[src/rtl/bit_serial_adder.sv]
// ---------------------------------------------------------------------------
// bit_serial_adder
//   Adds two WIDTH-bit operands plus a carry-in, one bit per clock, LSB
//   first. A single shared full-add cell (two half adders and an OR) is used
//   for every bit position.
//
//   Ports
//     clk    in   1      rising-edge clock
//     rstn   in   1      synchronous active-low reset
//     start  in   1      request a new addition (sampled in IDLE only)
//     A, B   in   WIDTH  operands, captured when start is accepted
//     cin    in   1      carry-in, captured when start is accepted
//     busy   out  1      high while an operation occupies the unit (RUN, DONE)
//     done   out  1      one-cycle pulse: sum/carry hold a fresh result
//     sum    out  WIDTH  registered result
//     carry  out  1      registered carry-out of the MSB
// ---------------------------------------------------------------------------

// Half adder used twice to build the shared full-add cell.
module half_adder (
    input  logic a_i,
    input  logic b_i,
    output logic s_o,
    output logic c_o
);
    assign s_o = a_i ^ b_i;
    assign c_o = a_i & b_i;
endmodule

module bit_serial_adder #(
    parameter int WIDTH = 8
) (
    input  logic             clk,
    input  logic             rstn,
    input  logic             start,
    input  logic [WIDTH-1:0] A,
    input  logic [WIDTH-1:0] B,
    input  logic             cin,
    output logic             busy,
    output logic             done,
    output logic [WIDTH-1:0] sum,
    output logic             carry
);
    localparam int CW = (WIDTH > 1) ? $clog2(WIDTH) : 1;
    localparam logic [CW-1:0] LAST = CW'(WIDTH - 1);

    typedef enum logic [1:0] {
        IDLE = 2'd0,
        RUN  = 2'd1,
        DONE = 2'd2
    } state_t;

    state_t           state_q, state_d;
    logic [WIDTH-1:0] sha_q, sha_d;     // operand A, shifted right each bit
    logic [WIDTH-1:0] shb_q, shb_d;     // operand B, shifted right each bit
    logic [WIDTH-1:0] res_q, res_d;     // partial result, filled from the MSB end
    logic [CW-1:0]    cnt_q, cnt_d;     // index of the bit processed this edge
    logic             cy_q,  cy_d;      // running carry
    logic [WIDTH-1:0] sum_q, sum_d;
    logic             carry_q, carry_d;

    // Shared full-add cell.
    logic s1, c1, fa_s, c2, fa_c;

    half_adder u_ha0 (.a_i(sha_q[0]), .b_i(shb_q[0]), .s_o(s1),   .c_o(c1));
    half_adder u_ha1 (.a_i(s1),       .b_i(cy_q),     .s_o(fa_s), .c_o(c2));
    assign fa_c = c1 | c2;

    always_comb begin
        state_d = state_q;
        sha_d   = sha_q;
        shb_d   = shb_q;
        res_d   = res_q;
        cnt_d   = cnt_q;
        cy_d    = cy_q;
        sum_d   = sum_q;
        carry_d = carry_q;

        case (state_q)
            IDLE: begin
                if (start) begin
                    state_d = RUN;
                    sha_d   = A;
                    shb_d   = B;
                    cy_d    = cin;
                    res_d   = '0;
                    cnt_d   = '0;
                end
            end
            RUN: begin
                res_d = {fa_s, res_q[WIDTH-1:1]};
                sha_d = sha_q >> 1;
                shb_d = shb_q >> 1;
                cy_d  = fa_c;
                if (cnt_q == LAST) begin
                    // Only the final bit publishes; the counter is left at
                    // LAST rather than wrapping.
                    state_d = DONE;
                    sum_d   = {fa_s, res_q[WIDTH-1:1]};
                    carry_d = fa_c;
                end else begin
                    cnt_d = cnt_q + CW'(1);
                end
            end
            DONE:    state_d = IDLE;
            default: state_d = IDLE;
        endcase
    end

    always_ff @(posedge clk) begin
        if (!rstn) begin
            state_q <= IDLE;
            sha_q   <= '0;
            shb_q   <= '0;
            res_q   <= '0;
            cnt_q   <= '0;
            cy_q    <= 1'b0;
            sum_q   <= '0;
            carry_q <= 1'b0;
        end else begin
            state_q <= state_d;
            sha_q   <= sha_d;
            shb_q   <= shb_d;
            res_q   <= res_d;
            cnt_q   <= cnt_d;
            cy_q    <= cy_d;
            sum_q   <= sum_d;
            carry_q <= carry_d;
        end
    end

    assign busy  = (state_q != IDLE);
    assign done  = (state_q == DONE);
    assign sum   = sum_q;
    assign carry = carry_q;
endmodule

[config.mk]
export PLATFORM = sky130hd
export DESIGN_NAME = bit_serial_adder
export DESIGN_NICKNAME = d
export VERILOG_FILES = /design/src/rtl/bit_serial_adder.sv
export SDC_FILE = /design/constraint.sdc
export NUM_CORES = 1
export LEC_CHECK = 0
export CAP_MARGIN = 10
export CORE_MARGIN = 1
export CORE_UTILIZATION = 30
export CTS_CLUSTER_SIZE = 28
export DETAILED_ROUTE_END_ITERATION = 12
export GPL_ROUTABILITY_DRIVEN = 0
export GPL_TIMING_DRIVEN = 0
export PLACE_DENSITY = 0.63
export RECOVER_POWER = 50
export SLEW_MARGIN = 25
export SYNTH_ARGS = -nofsm -noshare
export SYNTH_HDL_FRONTEND = slang
export SYNTH_HIERARCHICAL = 1
export SYNTH_SLANG_ARGS = --single-unit
[constraint.sdc]
create_clock -name clk -period 1.2 [get_ports clk]
set_input_delay 0.18 -clock clk [delete_from_list [all_inputs] [get_ports clk]]
set_output_delay 0.18 -clock clk [all_outputs]
set_load 0.01 [all_outputs]
# [After elaboration in Yosys (flattened, before gate mapping)]
# Index checks and enable logic that the tools add are counted.
[word_totals] regBits=39 latchBits=0 mem_bits_rw=0 rom_bits=0 inputBits=20 output_inout_bits=11 elab_cells=41 memories=0
[op_classes] n_addsub=1 n_mul=0 div_mod_pow=0 order_cmp=0 eq_ne=6 shifts=0 n_mux=14 bitwise_logic=5 n_reduce_logical=7
[op_table] op="$pmux 8 s2" n=3
[op_table] op="$mux 8" n=3
[op_table] op="$mux 3" n=2
[op_table] op="$ne 2x2->1 const B" n=3
[op_table] op="$pmux 3 s2" n=1
[op_table] op="$reduce_and 2->1" n=3
[op_table] op="$mux 2" n=2
[op_table] op="$pmux 2 s2" n=1
[op_table] op="$reduce_bool 2->1" n=2
[op_table] op="$add 3x1->3 const B" n=1
[op_table] op="$eq 3x3->1 const B" n=1
[op_table] op="$reduce_and 3->1" n=1
[op_table] op="$and 1x1->1" n=2
[op_table] op="$eq 2x1->1 const B" n=1
[op_table] op="$eq 2x2->1 const B" n=1
[op_table] op="$logic_not 2->1" n=1
[op_table] op="$pmux 1 s2" n=1
[op_table] op="$xor 1x1->1" n=2
[op_table] op="$mux 1" n=1
[op_table] op="$or 1x1->1" n=1

# [Logic depth before layout (Yosys ltp)]
[logic_depth] ltp_word=4 depth_mapped=6 depth_no_buf=5

# [By module]
# Netlist, hierarchy kept.
[modules_own_cells] mod="bit_serial_adder" instances=1 cells_each=165 area_each_um2=1652.8 seq_area_each_um2=760.7
[modules_own_cells] mod="half_adder" instances=2 cells_each=1 area_each_um2=12.5 seq_area_each_um2=0.0

# [Least setup slack after synthesis]
# No wires, ideal clock.
[synth_timing] kind="reg-to-reg" start="register cnt_q[0]" end="register cnt_q[1]" arrival_time_ns=1.162 t_required_ns=1.073 path_slack_ns=-0.089 stages_incl_launch_ff=6 n_path_buf=0 period_less_slack_ns=1.289 cell_sequence="dfxtp_1 ha_1 ha_1 or2b_1 a21oi_1 o21ai_0"
[synth_via] elab_chain_cells=3 word_cells_on_any_way=6 cone_classes="add/sub: 1; eq/ne: 2; mux: 2; reduce/logical: 1"
[synth_rtl] item="start: declaration" line="57" text="logic [CW-1:0] cnt_q, cnt_d;"
[synth_rtl] item="start signal: assignment" line="125" text="cnt_q <= cnt_d;"
[synth_rtl] item="$add 3x1->3 or $eq 3x3->1 (tied branches)" line="102, 95"
[synth_rtl] item="$mux 3 or $ne 2x2->1 (tied branches)"
[synth_rtl] item="$pmux 3 s2 or $reduce_and 3->1 (tied branches)"
# Parallel ways exist; a longest one is shown, timed or not. The select of a mux whose other input is x is not followed.
# A chain may end at the register's enable or synchronous reset.

# [Final worst setup path]
[layout_timing] start="register state_q[0]" end="register sha_q[5]"
[layout_via] elab_chain_cells=3 word_cells_on_any_way=6 cone_classes="eq/ne: 2; mux: 1; reduce/logical: 3"
[layout_rtl] item="start: declaration" line="53" text="state_t state_q, state_d;"
[layout_rtl] item="start signal: assignment" line="121" text="state_q <= state_d;"
[layout_rtl] item="$eq 2x1->1 or $logic_not 2->1 (tied branches)" line="79" text="case (state_q)"
[layout_rtl] item="$reduce_bool 2->1 (no source line) or $ne 2x2->1 (tied branches)"
[layout_rtl] item="$reduce_and 2->1 (no source line)"
[layout_rtl] item="end signal: assignment" line="113" text="sha_q <= '0;"
[layout_rtl] item="end signal: assignment" line="122" text="sha_q <= sha_d;"
[layout_rtl] item="end: declaration" line="54" text="logic [WIDTH-1:0] sha_q, sha_d;"
# Parallel ways exist; a longest one is shown, timed or not.

==> metrics.csv <==
stage,metric,value,unit
clock_tree,clockRootBuffer,clkbuf_8,
global_route,grt.total_usage,14.1,%
layout,syn_to_final_growth,65.0,%
yosys,muxShareOfSynthArea,8.35,%
route,num_vias,1495,
yosys,synth-simple-area-share,15.4,%
layout,drive_gt1_share,43.5,%
pwr,p_leak,1.08,nW
clock_tree,clk_latency,0.30,ns
global_route,grt_pass1_wl,6610,um
sta,finalCriticalPeriod,1.32,ns
die,fp.dieH,76.8,um
layout,final_area,2770,sq um
pwr,vdd_drop_max,0.571,mV
sta,holdWs,0.455,ns
global_route,grt-ovfl-total,0,
clock_tree,cts_made_buffers,5,
setup_path,path_class,flop to flop,
run_status,status,finished with violations,
setup_path,max_stage_delay,0.36,ns
route,drcViolationCount,0,
placed_design,dp.cells,267,
yosys,synthTopCellsByArea,"dfxtp_1 45%, a211oi_2 10%, mux2i_1 8.4%",
sta,hold_viol,0,
clock_tree,cts_tree,done,
route,dr.first_iter.drc_count,108,
sta,setup_violations,30,
layout,stdcell_count,300,
yosys,synth_fa_ha_area_share,2.98,%
placed_design,hpwl,2450,um
run_status,failed_checks,negative setup slack,
die,pin_count,31,
sta,clock.fmax,758,MHz
worst_hold_path,hold_path.class,flop to flop,
yosys,synth_nets,191,
setup_path,path_buf_inv,4,
sta,drv_slew,0,
layout,layout_common_cells,"32 x dfxtp_1, 18 x clkdlybuf4s50_1, 15 x nor2_4",
setup_path,start_kind,flop,
die,dieArea,5900,sq um
layout,nFillCells,426,
yosys,ys_seq_area_share,45.3,%
die,design.core.area,5240,sq um
layout,n_antenna_cell,0,
pwr,power_density,1210,nW/um^2
sta,skew,0.00416,ns
setup_path,critical_path.most_common_cell,buf_6,
layout,nets,253,
clock_tree,clkTransAtPathRegs,0.08,ns
setup_path,endpoint_kind,flop,
sta,rsz0062_at_grt,true,
setup_path,worstPathArrival,1.49,ns
setup_path,required,1.37,ns
placed_design,dp_slack,-0.465,ns
setup_path,slowest_stage,dfxtp_4,
yosys,postSynthCellCount,167,
route,wl,4510,um
placed_design,port_buffers,30,
yosys,synth-xor-area-share,0,%
setup_path,critPathTopFamily,buffers and inverters,
route,post_drt_wl_per_cell,15.0,um
layout,layout_commonest_cell,dfxtp_1,
yosys,yosys_warnings,6,
sta,tns,-1.49,ns
die,initial_core_util,32.0,%
flow_run,cap_violations,0,
global_route,grt_max_degree,14,
route,antenna_left,0,
route,firstDrtPassIters,4,
clock_tree,cts_sinks,38,
sta,worst_pin_slew,0.409,ns
yosys,synthDistinctLibCells,29,
global_route,grt_pass1_vias,1377,
setup_path,path_cells,"buf_6, o21ba_4, buf_12, buf_6, buf_8, nor2_4, a211oi_2",
sta,layout_setup_ws,-0.120,ns
layout,postLayoutCoreUtil,52.9,%
yosys,syn_area,1680,sq um
yosys,synth_area_per_cell,10.0,sq um
clock_tree,cts.htree.levels,2,
route,via_per_inst,4.98,
clock_tree,clk_path_buf_depth,2,
yosys,synth_top_area_share,45.3,%
die,std_cell_rows,26,
global_route,antenna_found_initial,0,
yosys,synth_compound_area_share,21.0,%
setup_path,cp_max_fo,5,
yosys,synth_top_cell_by_area,dfxtp_1,
placed_design,place_area,2110,sq um
yosys,ys_ff_latch,38,
pwr,total_power,3.36,mW
sta,maxSlewHeadroom,72.7,%
yosys,synth_top_family_by_area,compound AO/OA/AOI/OAI gates,
sta,fin_crit_sh,110,%
die,die_width,76.8,um
[path summary, 6_finish.rpt]
check	startpoint	to	cells after the start	slack (ns)
hold reg to reg	sum[5]	sum[5]	2	0.45
setup / recovery	state_q[0]	sha_q[5]	7	-0.12
hold / removal	sum[5]	sum[5]	2	0.45
setup reg to reg	state_q[0]	sha_q[5]	7	-0.12
[cell families (layout without fill, tap and decap cells)]
group | Yosys count | after routing
AO/OA/AOI/OAI | 40 | 41
buffers and inverters | 14 | 75
flip-flops | 38 | 38
adder cells (fa/ha/maj) | 4 | 4
AND/OR/NAND/NOR | 57 | 58
multiplexers | 14 | 14
[routing by layer]
layer | up-vias | global-route usage (%) | part of all wire (%)
met4 | 0 | 5.19 | 2.1
met5 | - | 0 | 0
met3 | 9 | 3.10 | 4.4
met1 | 724 | 17.8 | 42
met2 | 40 | 23.4 | 51
li1 | 722 | - | -
[state kept, by name, summed over array words and instances, names as in the netlist]
register,flops
carry,1
sha_q,8
state_q,2
shb_q,8
res_q,7
cy_q,1
cnt_q,3
sum,8
[tightest hold or removal path, cell delays in order, from the launching register on]
cell and delay, ns:
dfxtp_1 0.31, nand2_1 0.05, a21oi_1 0.05
[layout make-up]
type | instances | area [sq um] | area share, %
inverter | 3 | 13.8 | 0.497
clock buffer | 5 | 68.8 | 2.49
sequential | 38 | 773 | 27.9
tap | 70 | 87.6 | 3.16
buffer | 9 | 113 | 4.07
timing repair buffer | 55 | 591 | 21.3
multi-input combinational | 117 | 1050 | 38.0
clock inverter | 3 | 68.8 | 2.49
[cell usage after synthesis, drive strengths merged]
cell	count
a22oi	7
o21ba	1
nand3	9
clkinv	1
a21oi	10
nand3b	1
buf	9
inv	2
nor2	25
a211oi	14
or2b	2
clkbuf	2
o31ai	1
mux2i	14
ha	4
and4bb	1
and2	1
nor3	2
nand2	14
nor2b	2
a31oi	1
o21ai	3
a32oi	2
o21bai	1
dfxtp	38
[what timing repair did]
action | 4_1_cts | 5_1_grt
pin swaps | 9 | 12
gates cloned | 3 | 4
buffers inserted | 11 | 11
setup endpoints to repair | 47 | 40
resized for setup | 59 | 45
hold buffers | 0 | 0
[report_power, final]
| part | internal [mW] | switching [mW] | leakage (nW) |
|---|---|---|---|
| Sequential | 1.32 | 0.0634 | 0.314 |
| Combinational | 0.365 | 0.287 | 0.696 |
| Clock | 0.833 | 0.487 | 0.0683 |
| Total | 2.52 | 0.838 | 1.08 |
Power figures use the tool's default switching activity.
